===== src/rtl/sdram_arbiter_if.sv =====
// sdram_arbiter_if: sub-block handshakes plus the shared SDRAM command/DQ path.
interface sdram_arbiter_if;
    logic        flag_init_end;
    logic [3:0]  init_cmd;
    logic [11:0] init_addr;
    logic        ref_req;
    logic        flag_ref_end;
    logic [3:0]  ref_cmd;
    logic [11:0] ref_addr;
    logic        wr_req;
    logic        flag_wr_end;
    logic [3:0]  wr_cmd;
    logic [11:0] wr_addr;
    logic [1:0]  wr_bank;
    logic [15:0] wr_data;
    logic        rd_req;
    logic        flag_rd_end;
    logic [3:0]  rd_cmd;
    logic [11:0] rd_addr;
    logic [1:0]  rd_bank;
    logic        ref_en;
    logic        wr_en;
    logic        rd_en;
    logic [3:0]  sdram_cmd;
    logic [11:0] sdram_addr;
    logic [1:0]  sdram_bank;
    logic        dq_oe;
    logic [15:0] dq_out;
    logic [4:0]  arb_state;
    logic        ref_ovf;
    logic        wd_err;
    modport master (
        output flag_init_end, init_cmd, init_addr, ref_req, flag_ref_end, ref_cmd, ref_addr,
               wr_req, flag_wr_end, wr_cmd, wr_addr, wr_bank, wr_data,
               rd_req, flag_rd_end, rd_cmd, rd_addr, rd_bank,
        input  ref_en, wr_en, rd_en, sdram_cmd, sdram_addr, sdram_bank, dq_oe, dq_out,
               arb_state, ref_ovf, wd_err
    );
    modport slave (
        input  flag_init_end, init_cmd, init_addr, ref_req, flag_ref_end, ref_cmd, ref_addr,
               wr_req, flag_wr_end, wr_cmd, wr_addr, wr_bank, wr_data,
               rd_req, flag_rd_end, rd_cmd, rd_addr, rd_bank,
        output ref_en, wr_en, rd_en, sdram_cmd, sdram_addr, sdram_bank, dq_oe, dq_out,
               arb_state, ref_ovf, wd_err
    );
endinterface


===== src/rtl/sdram_arbiter.sv =====
// sdram_arbiter: refresh-first, round-robin wr/rd arbiter with per-burst watchdog.
module sdram_arbiter #(
    parameter int TO_CYCLES = 1000
) (
    input logic          clk,
    input logic          rst_n,
    sdram_arbiter_if.slave bus
);
    typedef enum logic [4:0] {
        IDLE  = 5'b00001,
        ARBIT = 5'b00010,
        AREF  = 5'b00100,
        WRITE = 5'b01000,
        READ  = 5'b10000
    } state_t;
    state_t      state;
    logic        ref_pend;
    logic        last_rd;
    logic [15:0] wd_cnt;
    logic        wd_hit;
    logic        service;
    logic        enter_aref;
    assign wd_hit     = wd_cnt == 16'(TO_CYCLES - 1);
    assign service    = state == AREF || state == WRITE || state == READ;
    assign enter_aref = state == ARBIT && (ref_pend || bus.ref_req);
    always_ff @(posedge clk or negedge rst_n) begin
        if (!rst_n) begin
            state       <= IDLE;
            bus.ref_en  <= 1'b0;
            bus.wr_en   <= 1'b0;
            bus.rd_en   <= 1'b0;
            ref_pend    <= 1'b0;
            last_rd     <= 1'b1;
            wd_cnt      <= '0;
            bus.ref_ovf <= 1'b0;
            bus.wd_err  <= 1'b0;
        end else begin
            bus.ref_en  <= 1'b0;
            bus.wr_en   <= 1'b0;
            bus.rd_en   <= 1'b0;
            wd_cnt      <= service ? wd_cnt + 16'd1 : '0;
            ref_pend    <= enter_aref ? 1'b0 : (bus.ref_req || ref_pend);
            if (bus.ref_req && ref_pend && !enter_aref) bus.ref_ovf <= 1'b1;
            case (state)
                IDLE: if (bus.flag_init_end) state <= ARBIT;
                ARBIT: begin
                    if (ref_pend || bus.ref_req) begin
                        state      <= AREF;
                        bus.ref_en <= 1'b1;
                    end else if (bus.wr_req && (!bus.rd_req || last_rd)) begin
                        state     <= WRITE;
                        bus.wr_en <= 1'b1;
                        last_rd   <= 1'b0;
                    end else if (bus.rd_req) begin
                        state     <= READ;
                        bus.rd_en <= 1'b1;
                        last_rd   <= 1'b1;
                    end
                end
                AREF: if (bus.flag_ref_end || wd_hit) begin
                    state <= ARBIT;
                    if (!bus.flag_ref_end) bus.wd_err <= 1'b1;
                end
                WRITE: if (bus.flag_wr_end || wd_hit) begin
                    state <= ARBIT;
                    if (!bus.flag_wr_end) bus.wd_err <= 1'b1;
                end
                READ: if (bus.flag_rd_end || wd_hit) begin
                    state <= ARBIT;
                    if (!bus.flag_rd_end) bus.wd_err <= 1'b1;
                end
                default: state <= IDLE;
            endcase
        end
    end
    always_comb begin
        bus.sdram_cmd  = 4'b0111;
        bus.sdram_addr = '0;
        bus.sdram_bank = '0;
        case (state)
            IDLE:  begin bus.sdram_cmd = bus.init_cmd; bus.sdram_addr = bus.init_addr; end
            AREF:  begin bus.sdram_cmd = bus.ref_cmd;  bus.sdram_addr = bus.ref_addr;  end
            WRITE: begin bus.sdram_cmd = bus.wr_cmd;   bus.sdram_addr = bus.wr_addr; bus.sdram_bank = bus.wr_bank; end
            READ:  begin bus.sdram_cmd = bus.rd_cmd;   bus.sdram_addr = bus.rd_addr; bus.sdram_bank = bus.rd_bank; end
            default: ;
        endcase
    end
    assign bus.dq_oe     = state == WRITE;
    assign bus.dq_out    = state == WRITE ? bus.wr_data : '0;
    assign bus.arb_state = state;
endmodule


===== src/flat_wrapper.sv =====
// flat-port wrapper written by rule: the top's interface ports become plain ports
module sdram_arbiter_flat 
#(
    parameter int TO_CYCLES = 1000
)
  (clk, rst_n, bus_flag_init_end, bus_init_cmd, bus_init_addr, bus_ref_req, bus_flag_ref_end, bus_ref_cmd, bus_ref_addr, bus_wr_req, bus_flag_wr_end, bus_wr_cmd, bus_wr_addr, bus_wr_bank, bus_wr_data, bus_rd_req, bus_flag_rd_end, bus_rd_cmd, bus_rd_addr, bus_rd_bank, bus_ref_en, bus_wr_en, bus_rd_en, bus_sdram_cmd, bus_sdram_addr, bus_sdram_bank, bus_dq_oe, bus_dq_out, bus_arb_state, bus_ref_ovf, bus_wd_err);
  sdram_arbiter_if bus_i ();
  input logic clk;
  input logic rst_n;
  input wire logic [$bits(bus_i.flag_init_end)-1:0] bus_flag_init_end;
  input wire logic [$bits(bus_i.init_cmd)-1:0] bus_init_cmd;
  input wire logic [$bits(bus_i.init_addr)-1:0] bus_init_addr;
  input wire logic [$bits(bus_i.ref_req)-1:0] bus_ref_req;
  input wire logic [$bits(bus_i.flag_ref_end)-1:0] bus_flag_ref_end;
  input wire logic [$bits(bus_i.ref_cmd)-1:0] bus_ref_cmd;
  input wire logic [$bits(bus_i.ref_addr)-1:0] bus_ref_addr;
  input wire logic [$bits(bus_i.wr_req)-1:0] bus_wr_req;
  input wire logic [$bits(bus_i.flag_wr_end)-1:0] bus_flag_wr_end;
  input wire logic [$bits(bus_i.wr_cmd)-1:0] bus_wr_cmd;
  input wire logic [$bits(bus_i.wr_addr)-1:0] bus_wr_addr;
  input wire logic [$bits(bus_i.wr_bank)-1:0] bus_wr_bank;
  input wire logic [$bits(bus_i.wr_data)-1:0] bus_wr_data;
  input wire logic [$bits(bus_i.rd_req)-1:0] bus_rd_req;
  input wire logic [$bits(bus_i.flag_rd_end)-1:0] bus_flag_rd_end;
  input wire logic [$bits(bus_i.rd_cmd)-1:0] bus_rd_cmd;
  input wire logic [$bits(bus_i.rd_addr)-1:0] bus_rd_addr;
  input wire logic [$bits(bus_i.rd_bank)-1:0] bus_rd_bank;
  output wire logic [$bits(bus_i.ref_en)-1:0] bus_ref_en;
  output wire logic [$bits(bus_i.wr_en)-1:0] bus_wr_en;
  output wire logic [$bits(bus_i.rd_en)-1:0] bus_rd_en;
  output wire logic [$bits(bus_i.sdram_cmd)-1:0] bus_sdram_cmd;
  output wire logic [$bits(bus_i.sdram_addr)-1:0] bus_sdram_addr;
  output wire logic [$bits(bus_i.sdram_bank)-1:0] bus_sdram_bank;
  output wire logic [$bits(bus_i.dq_oe)-1:0] bus_dq_oe;
  output wire logic [$bits(bus_i.dq_out)-1:0] bus_dq_out;
  output wire logic [$bits(bus_i.arb_state)-1:0] bus_arb_state;
  output wire logic [$bits(bus_i.ref_ovf)-1:0] bus_ref_ovf;
  output wire logic [$bits(bus_i.wd_err)-1:0] bus_wd_err;
  assign bus_i.flag_init_end = bus_flag_init_end;
  assign bus_i.init_cmd = bus_init_cmd;
  assign bus_i.init_addr = bus_init_addr;
  assign bus_i.ref_req = bus_ref_req;
  assign bus_i.flag_ref_end = bus_flag_ref_end;
  assign bus_i.ref_cmd = bus_ref_cmd;
  assign bus_i.ref_addr = bus_ref_addr;
  assign bus_i.wr_req = bus_wr_req;
  assign bus_i.flag_wr_end = bus_flag_wr_end;
  assign bus_i.wr_cmd = bus_wr_cmd;
  assign bus_i.wr_addr = bus_wr_addr;
  assign bus_i.wr_bank = bus_wr_bank;
  assign bus_i.wr_data = bus_wr_data;
  assign bus_i.rd_req = bus_rd_req;
  assign bus_i.flag_rd_end = bus_flag_rd_end;
  assign bus_i.rd_cmd = bus_rd_cmd;
  assign bus_i.rd_addr = bus_rd_addr;
  assign bus_i.rd_bank = bus_rd_bank;
  assign bus_ref_en = bus_i.ref_en;
  assign bus_wr_en = bus_i.wr_en;
  assign bus_rd_en = bus_i.rd_en;
  assign bus_sdram_cmd = bus_i.sdram_cmd;
  assign bus_sdram_addr = bus_i.sdram_addr;
  assign bus_sdram_bank = bus_i.sdram_bank;
  assign bus_dq_oe = bus_i.dq_oe;
  assign bus_dq_out = bus_i.dq_out;
  assign bus_arb_state = bus_i.arb_state;
  assign bus_ref_ovf = bus_i.ref_ovf;
  assign bus_wd_err = bus_i.wd_err;
  sdram_arbiter #(.TO_CYCLES(TO_CYCLES)) u_core (.clk(clk), .rst_n(rst_n), .bus(bus_i));
endmodule

===== config.mk =====
export PLATFORM = sky130hd
export DESIGN_NAME = sdram_arbiter_flat
export DESIGN_NICKNAME = d
export VERILOG_FILES = /design/src/rtl/sdram_arbiter_if.sv /design/src/rtl/sdram_arbiter.sv /design/src/flat_wrapper.sv
export SDC_FILE = /design/constraint.sdc
export NUM_CORES = 1
export LEC_CHECK = 0
export CAP_MARGIN = 40
export CORE_MARGIN = 4
export CORE_UTILIZATION = 37
export CTS_BUF_LIST = sky130_fd_sc_hd__clkbuf_8
export DETAILED_ROUTE_END_ITERATION = 6
export PLACE_DENSITY = 0.88
export SETUP_SLACK_MARGIN = 0.15
export SYNTH_ARGS = -nofsm -noshare
export SYNTH_HDL_FRONTEND = slang
export SYNTH_SLANG_ARGS = --single-unit

===== constraint.sdc =====
create_clock -name clk -period 4.1 [get_ports clk]
set_input_delay 1.23 -clock clk [delete_from_list [all_inputs] [get_ports clk]]
set_output_delay 1.23 -clock clk [all_outputs]
set_load 0.01 [all_outputs]

==> summary.md <==
| Metric | Value |
|---|---|
| Synth warn | `0` |
| Clock network power share | `13.9%` |
| Fin crit share | `93.0%` |
| Post-synthesis cell count | `210` |
| Leading post-synthesis cells by cell area | `dfrtp_1, a22oi_1, and2_1` |
| Status | `complete, no violations` |
| CTS tree | `built` |
| Clk_skew | `0.00293 ns` |
| Seq cells post-synth | `28` |
| Antenna violations before repair | `0` |
| CP Launch Type | `primary input` |
| Largest net degree at the start of global routing | `29` |
| CTS Buf Count | `3` |
| Drt initial violations | `152` |
| Clock tree buffer depth | `2` |
| Final Non-Filler Cells | `410` |
| Nets | `439` |
| # H-tree levels | `1` |
| IO Port Bufs | `137` |
| Die H | `77.8 µm` |
| Share of power burned in registers | `32.7%` |
| Layout area overhead | `82.8%` |
| Comb power frac | `53.4%` |
| Finish-stage setup viols | `0` |
| Most used DFF post-synth | `dfrtp_1` |
| Crit Path Class | `primary input to output port` |
| Initial DRT Pass Iterations | `5` |
| CTS root buffer | `clkbuf_8` |
| Max Cap Violations | `0` |
| Unrepaired setup endpoints after global routing | `false` |
| Switching power | `354 µW` |
| Minimum clock period | `3.81 ns` |
| Max-slew violations | `0` |
| Antenna-violating nets left | `0` |
| Register bank with the most flops | `u_core.wd_cnt` |
| Initial Util | `38.1%` |
| Chip width | `77.8 µm` |
| Crit. End Element | `output port` |
| Slew margin rel. | `63.4%` |
| FP Rows | `25` |
| Post-synthesis net count | `304` |
| Core Box Area | `0.00472 mm²` |
| Post-synth top area share | `36.1%` |
| Via density per instance | `5.24` |
| Power per cell area | `313 mW/mm²` |
| Sw Share | `34.4%` |
| Via count of the first global-routing pass | `2159` |
| First-pass GRT wire length | `11000 µm` |
| Area leader, netlist | `dfrtp_1` |
| Drt total wl | `7180 µm` |
| DPL Wire Length | `5810 µm` |
| Vias post-DR | `2149` |
| DIE AREA | `0.00605 mm²` |
| Clock slew seen by the registers of the worst setup and hold paths | `0.09 ns` |
| Post-synthesis cell area | `0.00180 mm²` |
| Setup repair bufs after CTS | `0` |
| Most frequent cells in the layout | `clkdlybuf4s50_1, a22oi_1, dfrtp_1, nand2_1, nor2_1` |
| Most common cell after layout, fill and taps aside | `clkdlybuf4s50_1` |
| Crit path DAT | `2.58 ns` |
| Final hold violations | `0` |
| Peak VDD IR | `0.196 mV` |
| Layout cells sized above 1 | `5.83%` |
| Gp weighted congestion | `0.890` |
| Max FFs per register | `16` |
| Clock tree sinks | `28` |
| Maximum clock frequency | `262 MHz` |
| Mapped Avg Cell Area | `8.57 µm²` |
| Overall global routing resource usage | `23.0%` |
| FFs w/ async S/R, synth | `100%` |
| Post-route setup TNS | `0 ns` |
| Measured slew at the worst slew-check pin | `0.550 ns` |
| I/O pins | `138` |
| Post-synthesis sequential area ratio | `39.1%` |
| Req. time, crit path | `2.87 ns` |
| Number of remaining DRC errors | `0` |
| Leakage | `0.00128 µW` |
| Crit Path Max Fanout | `1` |
| Synth cell types | `44` |
| Hold WC Path Type | `flip-flop to flip-flop` |
| Worst-Skew Late Latency | `0.27 ns` |
| # diodes | `0` |
| Placed Cells | `407` |
| Internal power | `676 µW` |
| Gr ovfl total | `0` |
| Wirelength per Cell | `17.5 µm` |
| EDFF count, synth | `0` |
-- cells in the mapped netlist (all sizes together) (2+ instances only) --
| library cell | instances |
|---|---|
| and3 | 2 |
| nand3 | 8 |
| dfstp | 2 |
| a22o | 3 |
| o22ai | 2 |
| or3 | 4 |
| nor4 | 4 |
| nand2 | 24 |
| o211ai | 2 |
| inv | 6 |
| xor2 | 3 |
| and2 | 18 |
| nor2 | 19 |
| nand4b | 2 |
| xnor2 | 7 |
| a21oi | 5 |
| nand3b | 2 |
| nand4 | 2 |
| o21ai | 8 |
| a22oi | 26 |
| nor3 | 4 |
| a222oi | 3 |
| or4 | 2 |
| dfrtp | 26 |
| clkbuf | 11 |
-- repair_timing --
item,4_1_cts,5_1_grt
setup endpoints to repair,0,17
gates resized for setup,0,3
hold buffers,0,0
-- worst max-delay path: stages --
cell             delay [ns]
clkdlybuf4s50_1        0.43
a222oi_1               0.31
nand2_1                0.10
clkdlybuf4s50_1        0.51
-- logic make-up after synthesis --
| group | count (synthesis) | synth area share (%) |
|---|---|---|
| adder cells (fa/ha/maj) | 1 | 0.695 |
| buffers and inverters | 18 | 3.75 |
| AND/OR/NAND/NOR | 97 | 28.8 |
| flip-flops | 28 | 39.1 |
| XOR/XNOR | 10 | 4.86 |
| AO/OA/AOI/OAI | 56 | 22.9 |
-- per-stage QoR --
stage | util (%) | power, µW | worst slack, ns | hold WS [ns] | cell area (µm²)
after floorplan | - | 559 | 1.15 | 0.455 | 1800
after global placement | 68.7 | 881 | 0.293 | 0.455 | 3240
after detailed placement | 68.7 | 890 | 0.283 | 0.465 | 3240
after CTS | 69.6 | 1030 | 0.223 | 0.482 | 3290
after global routing | 69.7 | 1090 | 0.174 | 0.501 | 3290
final | 69.7 | 1030 | 0.288 | 0.478 | 3290
-- final timing paths --
path	slack (ns)	to	startpoint	cells past startpoint
max	0.29	bus_sdram_cmd[1]	bus_ref_cmd[1]	4
min reg2reg	0.48	u_core.bus.ref_ovf	u_core.bus.ref_ovf	1
min	0.48	u_core.bus.ref_ovf	u_core.bus.ref_ovf	1
min in group asynchronous	1.32	u_core.wd_cnt[4]	rst_n	2
max reg2reg	2.21	u_core.bus.arb_state[0]	u_core.bus.arb_state[4]	4
max in group asynchronous	2.47	u_core.last_rd	rst_n	2
-- layer usage --
layer	global-route usage (%)	part of all wire, %	routed length (µm)	vias up
met5	0	0	0	-
met4	6.23	2.9	209	0
met3	6.26	8.6	618	16
met2	38.3	48	3420	105
met1	29.3	41	2920	990
li1	-	-	-	1038
-- power by group through the flow --
stage,Clock [µW],Sequential (µW),Combinational (µW)
4_1_cts,145,336,554
3_5_place_dp,0,340,550
6_report,143,337,550
3_3_place_gp,0,339,542
2_1_floorplan,0,341,218
5_1_grt,155,341,590
-- cell type report --
class,count,area (µm²)
fillers,385,1430
flip-flops and latches,28,703
repair buffers,141,1400
inverters,7,30.0
multi-input cells,164,1030
well taps,67,83.8
clock buffers,3,41.3
(Power assumes the default switching activity.)
